<file path="src/rtl/lcd_scan.sv">
// Z88 LCD scan-out: 800x525 raster with the 640x256 Z88 window
// line-doubled x4 from a nibble-wide VRAM into rows 112..367.
module lcd_scan (
  input  logic        mck,
  input  logic        rin,
  input  logic        pix_ce,
  input  logic        lcdon,
  output logic [13:0] vram_a,
  input  logic [3:0]  vram_di,
  output logic        hsync,
  output logic        vsync,
  output logic        de,
  output logic        pix,
  output logic        sof
);

  localparam logic [9:0] H_ACT   = 10'd640;
  localparam logic [9:0] H_SS    = 10'd656;
  localparam logic [9:0] H_SE    = 10'd751;
  localparam logic [9:0] H_MAX   = 10'd799;
  localparam logic [9:0] H_LAST  = 10'd636;
  localparam logic [9:0] V_ACT   = 10'd480;
  localparam logic [9:0] V_SS    = 10'd490;
  localparam logic [9:0] V_SE    = 10'd491;
  localparam logic [9:0] V_MAX   = 10'd524;
  localparam logic [9:0] WIN_TOP = 10'd112;
  localparam logic [9:0] WIN_BOT = 10'd368;

  logic [9:0]  hcnt;
  logic [9:0]  vcnt;
  logic [3:0]  nib;

  logic        h_wrap;
  logic        v_wrap;
  logic [9:0]  v_nxt;
  logic        h_act;
  logic        v_act;
  logic        v_win;
  logic        wnd;
  logic        hs_n;
  logic        vs_n;
  logic [7:0]  grp_nxt;
  logic [13:0] fetch_a;

  function automatic logic [5:0] zline(input logic [9:0] v);
    logic [9:0] d;
    d = v - WIN_TOP;
    if (v >= WIN_TOP && v < WIN_BOT)
      return d[7:2];
    return 6'd0;
  endfunction

  always_comb begin
    h_wrap  = (hcnt == H_MAX);
    v_wrap  = (vcnt == V_MAX);
    v_nxt   = v_wrap ? 10'd0 : vcnt + 10'd1;
    h_act   = (hcnt < H_ACT);
    v_act   = (vcnt < V_ACT);
    v_win   = (vcnt >= WIN_TOP) && (vcnt < WIN_BOT);
    wnd     = h_act && v_win && lcdon;
    hs_n    = !((hcnt >= H_SS) && (hcnt <= H_SE));
    vs_n    = !((vcnt >= V_SS) && (vcnt <= V_SE));
    grp_nxt = hcnt[9:2] + 8'd1;
    // Past the last visible group, prefetch group 0 of the next row.
    if (hcnt < H_LAST)
      fetch_a = {zline(vcnt), grp_nxt};
    else
      fetch_a = {zline(v_nxt), 8'd0};
  end

  always_ff @(posedge mck) begin
    if (rin) begin
      hcnt   <= '0;
      vcnt   <= '0;
      nib    <= '0;
      vram_a <= '0;
      hsync  <= 1'b1;
      vsync  <= 1'b1;
      de     <= 1'b0;
      pix    <= 1'b0;
      sof    <= 1'b0;
    end else begin
      sof <= 1'b0;
      if (pix_ce) begin
        hcnt <= h_wrap ? 10'd0 : hcnt + 10'd1;
        if (h_wrap)
          vcnt <= v_nxt;
        de    <= h_act && v_act;
        hsync <= hs_n;
        vsync <= vs_n;
        pix   <= wnd & nib[~hcnt[1:0]];
        sof   <= h_wrap && v_wrap;
        if (hcnt[1:0] == 2'd3)
          nib <= vram_di;
        if (hcnt[1:0] == 2'd0)
          vram_a <= fetch_a;
      end
    end
  end

endmodule

</file>
<file path="config.mk">
export PLATFORM = sky130hd
export DESIGN_NAME = lcd_scan
export DESIGN_NICKNAME = d
export VERILOG_FILES = /design/src/rtl/lcd_scan.sv
export SDC_FILE = /design/constraint.sdc
export NUM_CORES = 1
export LEC_CHECK = 0
export CAP_MARGIN = 25
export CORE_ASPECT_RATIO = 1.1
export CORE_MARGIN = 3
export CORE_UTILIZATION = 24
export CTS_CLUSTER_DIAMETER = 200
export DETAILED_ROUTE_END_ITERATION = 12
export DONT_BUFFER_PORTS = 1
export PLACE_DENSITY_LB_ADDON = 0.05
export SYNTH_ARGS = -nofsm -noshare
export SYNTH_HDL_FRONTEND = slang
export SYNTH_SLANG_ARGS = --single-unit
</file>
<file path="constraint.sdc">
create_clock -name mck -period 5.8 [get_ports mck]
set_input_delay 0.58 -clock mck [delete_from_list [all_inputs] [get_ports mck]]
set_output_delay 0.58 -clock mck [all_outputs]
set_load 0.01 [all_outputs]
</file>
==> results of run 1 <==
[cells in the mapped netlist, drive strengths merged (2+ instances only)]
library cell and instances:
a211o 3, a21oi 41, a32oi 2, and2 2
and3 2, and4 3, buf 9, clkbuf 16
dfxtp 43, ha 10, inv 10, mux2i 2
nand2 21, nand2b 2, nand3 14, nand3b 2
nand4 7, nand4b 2, nor2 45, nor2b 4
nor3 8, nor3b 2, nor4 2, nor4b 2
o21ai 9, o22ai 2, or3 6, or4 3
xnor2 12, xor2 13
[power groups by stage]
stage	clock network (uW)	registers [uW]	logic (uW)
final	223	311	31.1
after global routing	244	313	36.1
after CTS	234	312	32.0
after detailed placement	0	319	31.9
after global placement	0	319	32.8
after floorplan	0	315	30.2
[layer usage]
metal / global-route usage, % / part of all wire [%] / wire length (um)
met1: 17.7 / 46 / 3400
met4: 4.15 / 1.7 / 123
met3: 2.84 / 2.8 / 206
met2: 21.8 / 49 / 3610
met5: 0 / 0 / 0
[flip-flops by register name, indices dropped and copies added (netlist names)]
signal  cells
vcnt       10
hsync       1
vram_a     14
de          1
vsync       1
nib         4
hcnt       10
sof         1
pix         1
[cells by family after synthesis]
family	Yosys count	synth area share (%)
mux	3	1.70
fa+ha+maj	10	5.01
simple gates	129	27.1
flops	43	34.5
xor+xnor	25	8.76
buf+inv	35	6.21
compound gates	68	16.8
[final timing paths]
path         cells after the start  slack [ns]    endpoint     from
min                              1        0.34   vram_a[2]      rin
min reg2reg                      2        0.46      nib[0]   nib[0]
max reg2reg                     11        2.55  vram_a[11]  vcnt[5]
max                             11        2.55  vram_a[11]  vcnt[5]
[worst max-delay path, delay by kind of cell (launching register included)]
kind | cells | cell delay [ns]
buffers and inverters | 1 | 0.16
DFF | 1 | 0.41
AOI/OAI and AO/OA | 3 | 0.74
adders and majority gates | 2 | 0.49
and+or+nand+nor | 5 | 1.39
[cells in the final DEF (no fill, tap or decap), types with 2 or more instances in the layout]
cell      synthesis  routed
nor2b_1           4       4
o21ai_0           7       7
nor4_1            2       2
and3_1            2       2
nand3_1          14      14
clkbuf_8          0       7
nand2b_1          2       2
o22ai_1           2       2
nand2_1          21      21
a21oi_2           2       2
or3_1             5       5
xnor2_1          12      12
a21oi_1          39      39
inv_1             9       9
xor2_1           13      13
and4_1            3       3
nand3b_1          2       2
ha_1             10      10
or4_1             2       2
nor4b_1           2       2
mux2i_1           2       2
nor3_1            8       8
nor2_1           45      45
nand4b_1          2       2
a211o_1           3       3
nand4_1           5       5
dfxtp_1          43      43
[per-stage QoR]
step                utilization, %  power [uW]  setup WS, ns  cells  cell area (um^2)
floorplan                        -         345          3.16    313              2500
global placement              25.6         352          2.72    429              2560
detailed placement            25.6         351          2.55    429              2560
CTS                           26.6         578          2.52    437              2670
global route                  26.6         593          2.05    437              2670
finish                        26.6         566          2.55    437              2670
[layout make-up]
class	count	share of cell area, %
Clock buffer	7	3.61
Clock inverter	1	0.281
Inverter	10	1.41
Multi-Input combinational cell	235	55.6
Sequential cell	43	32.3
Tap cell	140	6.57
Timing Repair Buffer	1	0.281
==> impl_metrics.py, run 1 <==
metrics = {
    "outcome": {
        "status": "completed",
    },
    "floorplanning": {
        "io_pins": 27,
        "die_area_um2": 11700,
        "die_y_um": 113,
        "num_rows": 38,
        "core_area_um2": 10000,
        "dieWidth_um": 103,
        "initial_core_util_pct": 24.9,
    },
    "grt": {
        "grt.total_usage_pct": 13.4,
        "antenna_found_initial": 0,
        "grt_start_max_net_pins": 39,
        "grt_pass1_wl_mm": 11.9,
        "grt_pass1_vias": 2087,
        "overflow": 0,
    },
    "worst_setup_path": {
        "crit_top_cell": "ha_1",
        "cp.arrival_ns": 3.47,
        "critical-path-max-stage-delay_ns": 0.68,
        "worst-endpoint-required_ns": 6.02,
        "critPathLaunchType": "flop",
        "path_cells": "inv_1 > ha_1 > nand4b_1 > nor4_1 > nor2_1 > ha_1 > a2111oi_0 > or3_1 > and3_1 > o211ai_1 > a211oi_2",
        "worstSetupPathType": "reg -> reg",
        "end_kind": "flop",
        "worstPathMaxFanout": 10,
        "crit_slowest_cell": "nor4_1",
    },
    "sta": {
        "layout_min_cycle_time_ns": 3.25,
        "rsz0062_at_grt": "no",
        "hold_viol": 0,
        "min_period_over_period_pct": 56.0,
        "max_slew_margin_pct": 47.5,
        "max_freq_mhz": 308,
        "setup_viol": 0,
        "tightest_slew_ns": 0.780,
        "holdWs_ns": 0.342,
        "finalMaxSlewViolations": 0,
        "clock_skew_ns": 0.00705,
        "fin_tns_setup_ns": 0,
    },
    "finish": {
        "drive_gt1_share_pct": 8.08,
        "fillers": 1125,
        "fin_nets": 314,
        "register_area_um2": 861,
        "multi_input_area_um2": 1480,
        "insertedDiodeCount": 0,
        "syn2layout_area_growth_pct": 6.76,
    },
    "pwr": {
        "clock_power_share_pct": 39.4,
        "power_switching_uw": 143,
        "leakagePower_uw": 0.000885,
        "swShare_pct": 25.3,
        "power_density_nw_per_um2": 212,
        "p_comb_share_pct": 5.5,
        "pwr-share-seq_pct": 55.1,
        "irDropWorstVdd_uv": 72.6,
        "p_int_uw": 422,
    },
    "logic_synthesis": {
        "yosysWarnings": 0,
        "synth-seq-cells": 43,
        "synth.largest_area_cell": "dfxtp_1",
        "postSynthCellCount": 313,
        "synth_cell_type_count": 58,
        "synth_nets": 331,
        "ys.flop_type": "dfxtp_1",
        "syn_avg_cell_area_um2": 7.98,
        "synth_top_area_share_pct": 34.5,
        "syn-cell-area_um2": 2500,
        "async_flop_share_pct": 0,
        "synth-seq-area-share_pct": 34.5,
        "ys_top_cells_by_area": "dfxtp_1 34%, a21oi_1 7.8%, nor2_1 6.8%",
        "synth_edf_count": 0,
    },
    "cts": {
        "cts_tree": "built",
        "htreeDepth": 2,
        "clk_path_buf_depth": 2,
        "cts_resized": 0,
        "cts_buffers": 5,
        "hold_buffers": 0,
        "cts_num_sinks": 43,
        "post_cts_buffers": 0,
        "clk_pin_slew_ns": 0.09,
        "cts_root_buf": "clkbuf_8",
        "clk_latency_ns": 0.30,
    },
    "place": {
        "gp_congestion": 0.799,
        "dp_hpwl_mm": 5.30,
        "portBuffers": 0,
    },
    "run": {
        "maxCapViolations": 0,
    },
    "detailed_routing": {
        "vias": 2048,
        "drt-vias-per-instance": 4.69,
        "dr.first_iter.drc_count": 82,
        "routed_wl_mm": 7.34,
        "post-route-drc-count": 0,
        "drtPass1Iterations": 4,
        "wl_per_cell_um": 16.8,
        "antenna_left": 0,
    },
    "worst_hold_path": {
        "hold_path_class": "in -> reg",
    },
}
Note: power is estimated with default switching activity, not from simulation.
==> inputs of run 2 (changes only) <==
Clock period 5.8 ns to 2.96 ns, I/O delays scaled along.
==> run 2 against run 1 <==
  * Global-route usage grew 0.34 points
  * Worst hold slack lost 0.28 ns
  * Final area grew 5.0%
  * Final cell count grew 3.9%
  * Highest routed layer unchanged
  * Largest cell class unchanged
  * Clock-buffer cell count shrank 2
  * Sequential cell count is the same
==> impl_metrics.py, run 2 (same netlist as run 1, synthesis figures left out) <==
metrics = {
    "worst_setup_path": {
        "crit_slowest_cell": "or4b_2",
        "worstPathMaxFanout": 6,
        "path_cells": "buf_4 > ha_1 > nand3_1 > xnor2_1 > nor2_1 > ha_1 > or4b_2 > and3_1 > o21ai_2 > a21oi_1",
        "critPathLaunchType": "flop",
        "critical-path-max-stage-delay_ns": 0.63,
        "worst-endpoint-required_ns": 3.14,
        "crit_top_cell": "ha_1",
        "cp.arrival_ns": 2.86,
        "end_kind": "flop",
        "worstSetupPathType": "reg -> reg",
    },
    "pwr": {
        "irDropWorstVdd_uv": 133,
        "leakagePower_uw": 0.000969,
        "power_density_nw_per_um2": 371,
        "power_uw": 1040,
    },
    "floorplanning": {
        "num_rows": 38,
        "initial_core_util_pct": 24.9,
        "io_pins": 27,
        "die_area_um2": 11700,
        "dieWidth_um": 103,
        "core_area_um2": 10000,
        "die_y_um": 113,
    },
    "finish": {
        "largest_reg_flops": 14,
        "final_cell_mix": "45 x nor2_1, 42 x dfxtp_1, 39 x a21oi_1",
        "layout_commonest_cell": "nor2_1",
        "largest-register": "vram_a",
        "syn2layout_area_growth_pct": 12.1,
        "reg_top3": "vram_a (14), hcnt (10), vcnt (10)",
        "insertedDiodeCount": 0,
        "fin_nets": 333,
        "drive_gt1_share_pct": 13.7,
        "finish.utilization_pct": 27.9,
    },
    "sta": {
        "setup_ws_ns": 0.276,
        "setup_viol": 0,
        "max_freq_mhz": 373,
        "rsz0062_at_grt": "no",
        "tightest_slew_ns": 0.519,
        "hold_viol": 0,
        "fin_tns_setup_ns": 0,
        "min_period_over_period_pct": 90.7,
        "max_slew_margin_pct": 65.1,
        "holdWs_ns": 0.0594,
        "clock_skew_ns": 0.00440,
        "layout_min_cycle_time_ns": 2.68,
        "finalMaxSlewViolations": 0,
    },
    "grt": {
        "grt.total_usage_pct": 13.8,
        "grt_pass1_vias": 2184,
        "antenna_found_initial": 0,
        "grt_start_max_net_pins": 39,
        "grt_pass1_wl_mm": 12.3,
        "overflow": 0,
    },
    "cts": {
        "htreeDepth": 2,
        "cts_num_sinks": 43,
        "clk_pin_slew_ns": 0.08,
        "cts_tree": "built",
        "cts_buffers": 5,
        "cts_root_buf": "clkbuf_8",
        "hold_buffers": 0,
        "clk_latency_ns": 0.29,
        "post_cts_buffers": 0,
        "clk_path_buf_depth": 2,
    },
    "place": {
        "portBuffers": 0,
        "dp_hpwl_mm": 5.58,
        "post-place-ws_ns": 0.0270,
        "gp_congestion": 0.800,
    },
    "outcome": {
        "status": "completed",
    },
    "detailed_routing": {
        "dr.first_iter.drc_count": 87,
        "drt-vias-per-instance": 4.74,
        "vias": 2154,
        "wl_per_cell_um": 16.6,
        "drtPass1Iterations": 4,
        "post-route-drc-count": 0,
        "routed_wl_mm": 7.55,
        "antenna_left": 0,
    },
    "run": {
        "maxCapViolations": 0,
    },
    "worst_hold_path": {
        "hold_path_class": "in -> reg",
    },
}
## run 2: cell count changes in the layout (fill, tap and decap cells not counted), sizes merged
cell / delta
buf: +19
clkbuf: -2
## run 2: worst paths after layout
kind              startpoint         end  slack [ns]  cells past startpoint
setup / recovery     vcnt[0]  vram_a[12]        0.28                     10
hold / removal           rin     vcnt[3]        0.06                      1
setup reg to reg     vcnt[0]  vram_a[12]        0.28                     10
hold reg to reg       nib[3]      nib[3]        0.46                      2
## run 2: through the flow
| step | cells | cell area (um^2) |
|---|---|---|
| global placement | 448 | 2710 |
| detailed placement | 448 | 2710 |
| finish | 454 | 2800 |
| floorplan | 313 | 2500 |
| CTS | 454 | 2790 |
| global route | 454 | 2800 |
## run 2: power by group
part	total (uW)	switching, uW	internal [uW]	leakage (uW)
Clock	366	209	157	0.0000361
Sequential	609	17.5	591	0.000349
Combinational	63.0	38.2	24.8	0.000584
## run 2: cell type report
type | count | area, um^2
fillers | 1114 | 7230
multi-input cells | 235 | 1500
flip-flops and latches | 43 | 862
well taps | 140 | 175
repair buffers | 20 | 150
clock buffers | 5 | 68.8
inverters | 10 | 37.5
clock inverters | 1 | 7.51
## run 2: what timing repair did
action	CTS	global route
endpoints found under the setup margin	1	6
endpoints found under the hold margin	0	0
resized for setup	1	3
## run 2: layer usage
metal  vias up  routed length (um)  part of all wire, %  track usage [%]
li1       1094                   -                    -                -
met3         5                 247                  3.3             2.71
met5         -                   0                    0                0
met4         0                  59                 0.78             3.20
met2        28                3750                   50             22.9
met1      1027                3490                   46             18.2
## run 2: critical path: cells and delay by family, from the launching register on
family                     cells  cell delay [ns]
xor gates and xnor gates       1             0.15
DFF                            1             0.34
buffers and inverters          1             0.15
and+or+nand+nor                4             1.09
adders and majority gates      2             0.43
AOI/OAI and AO/OA              2             0.39
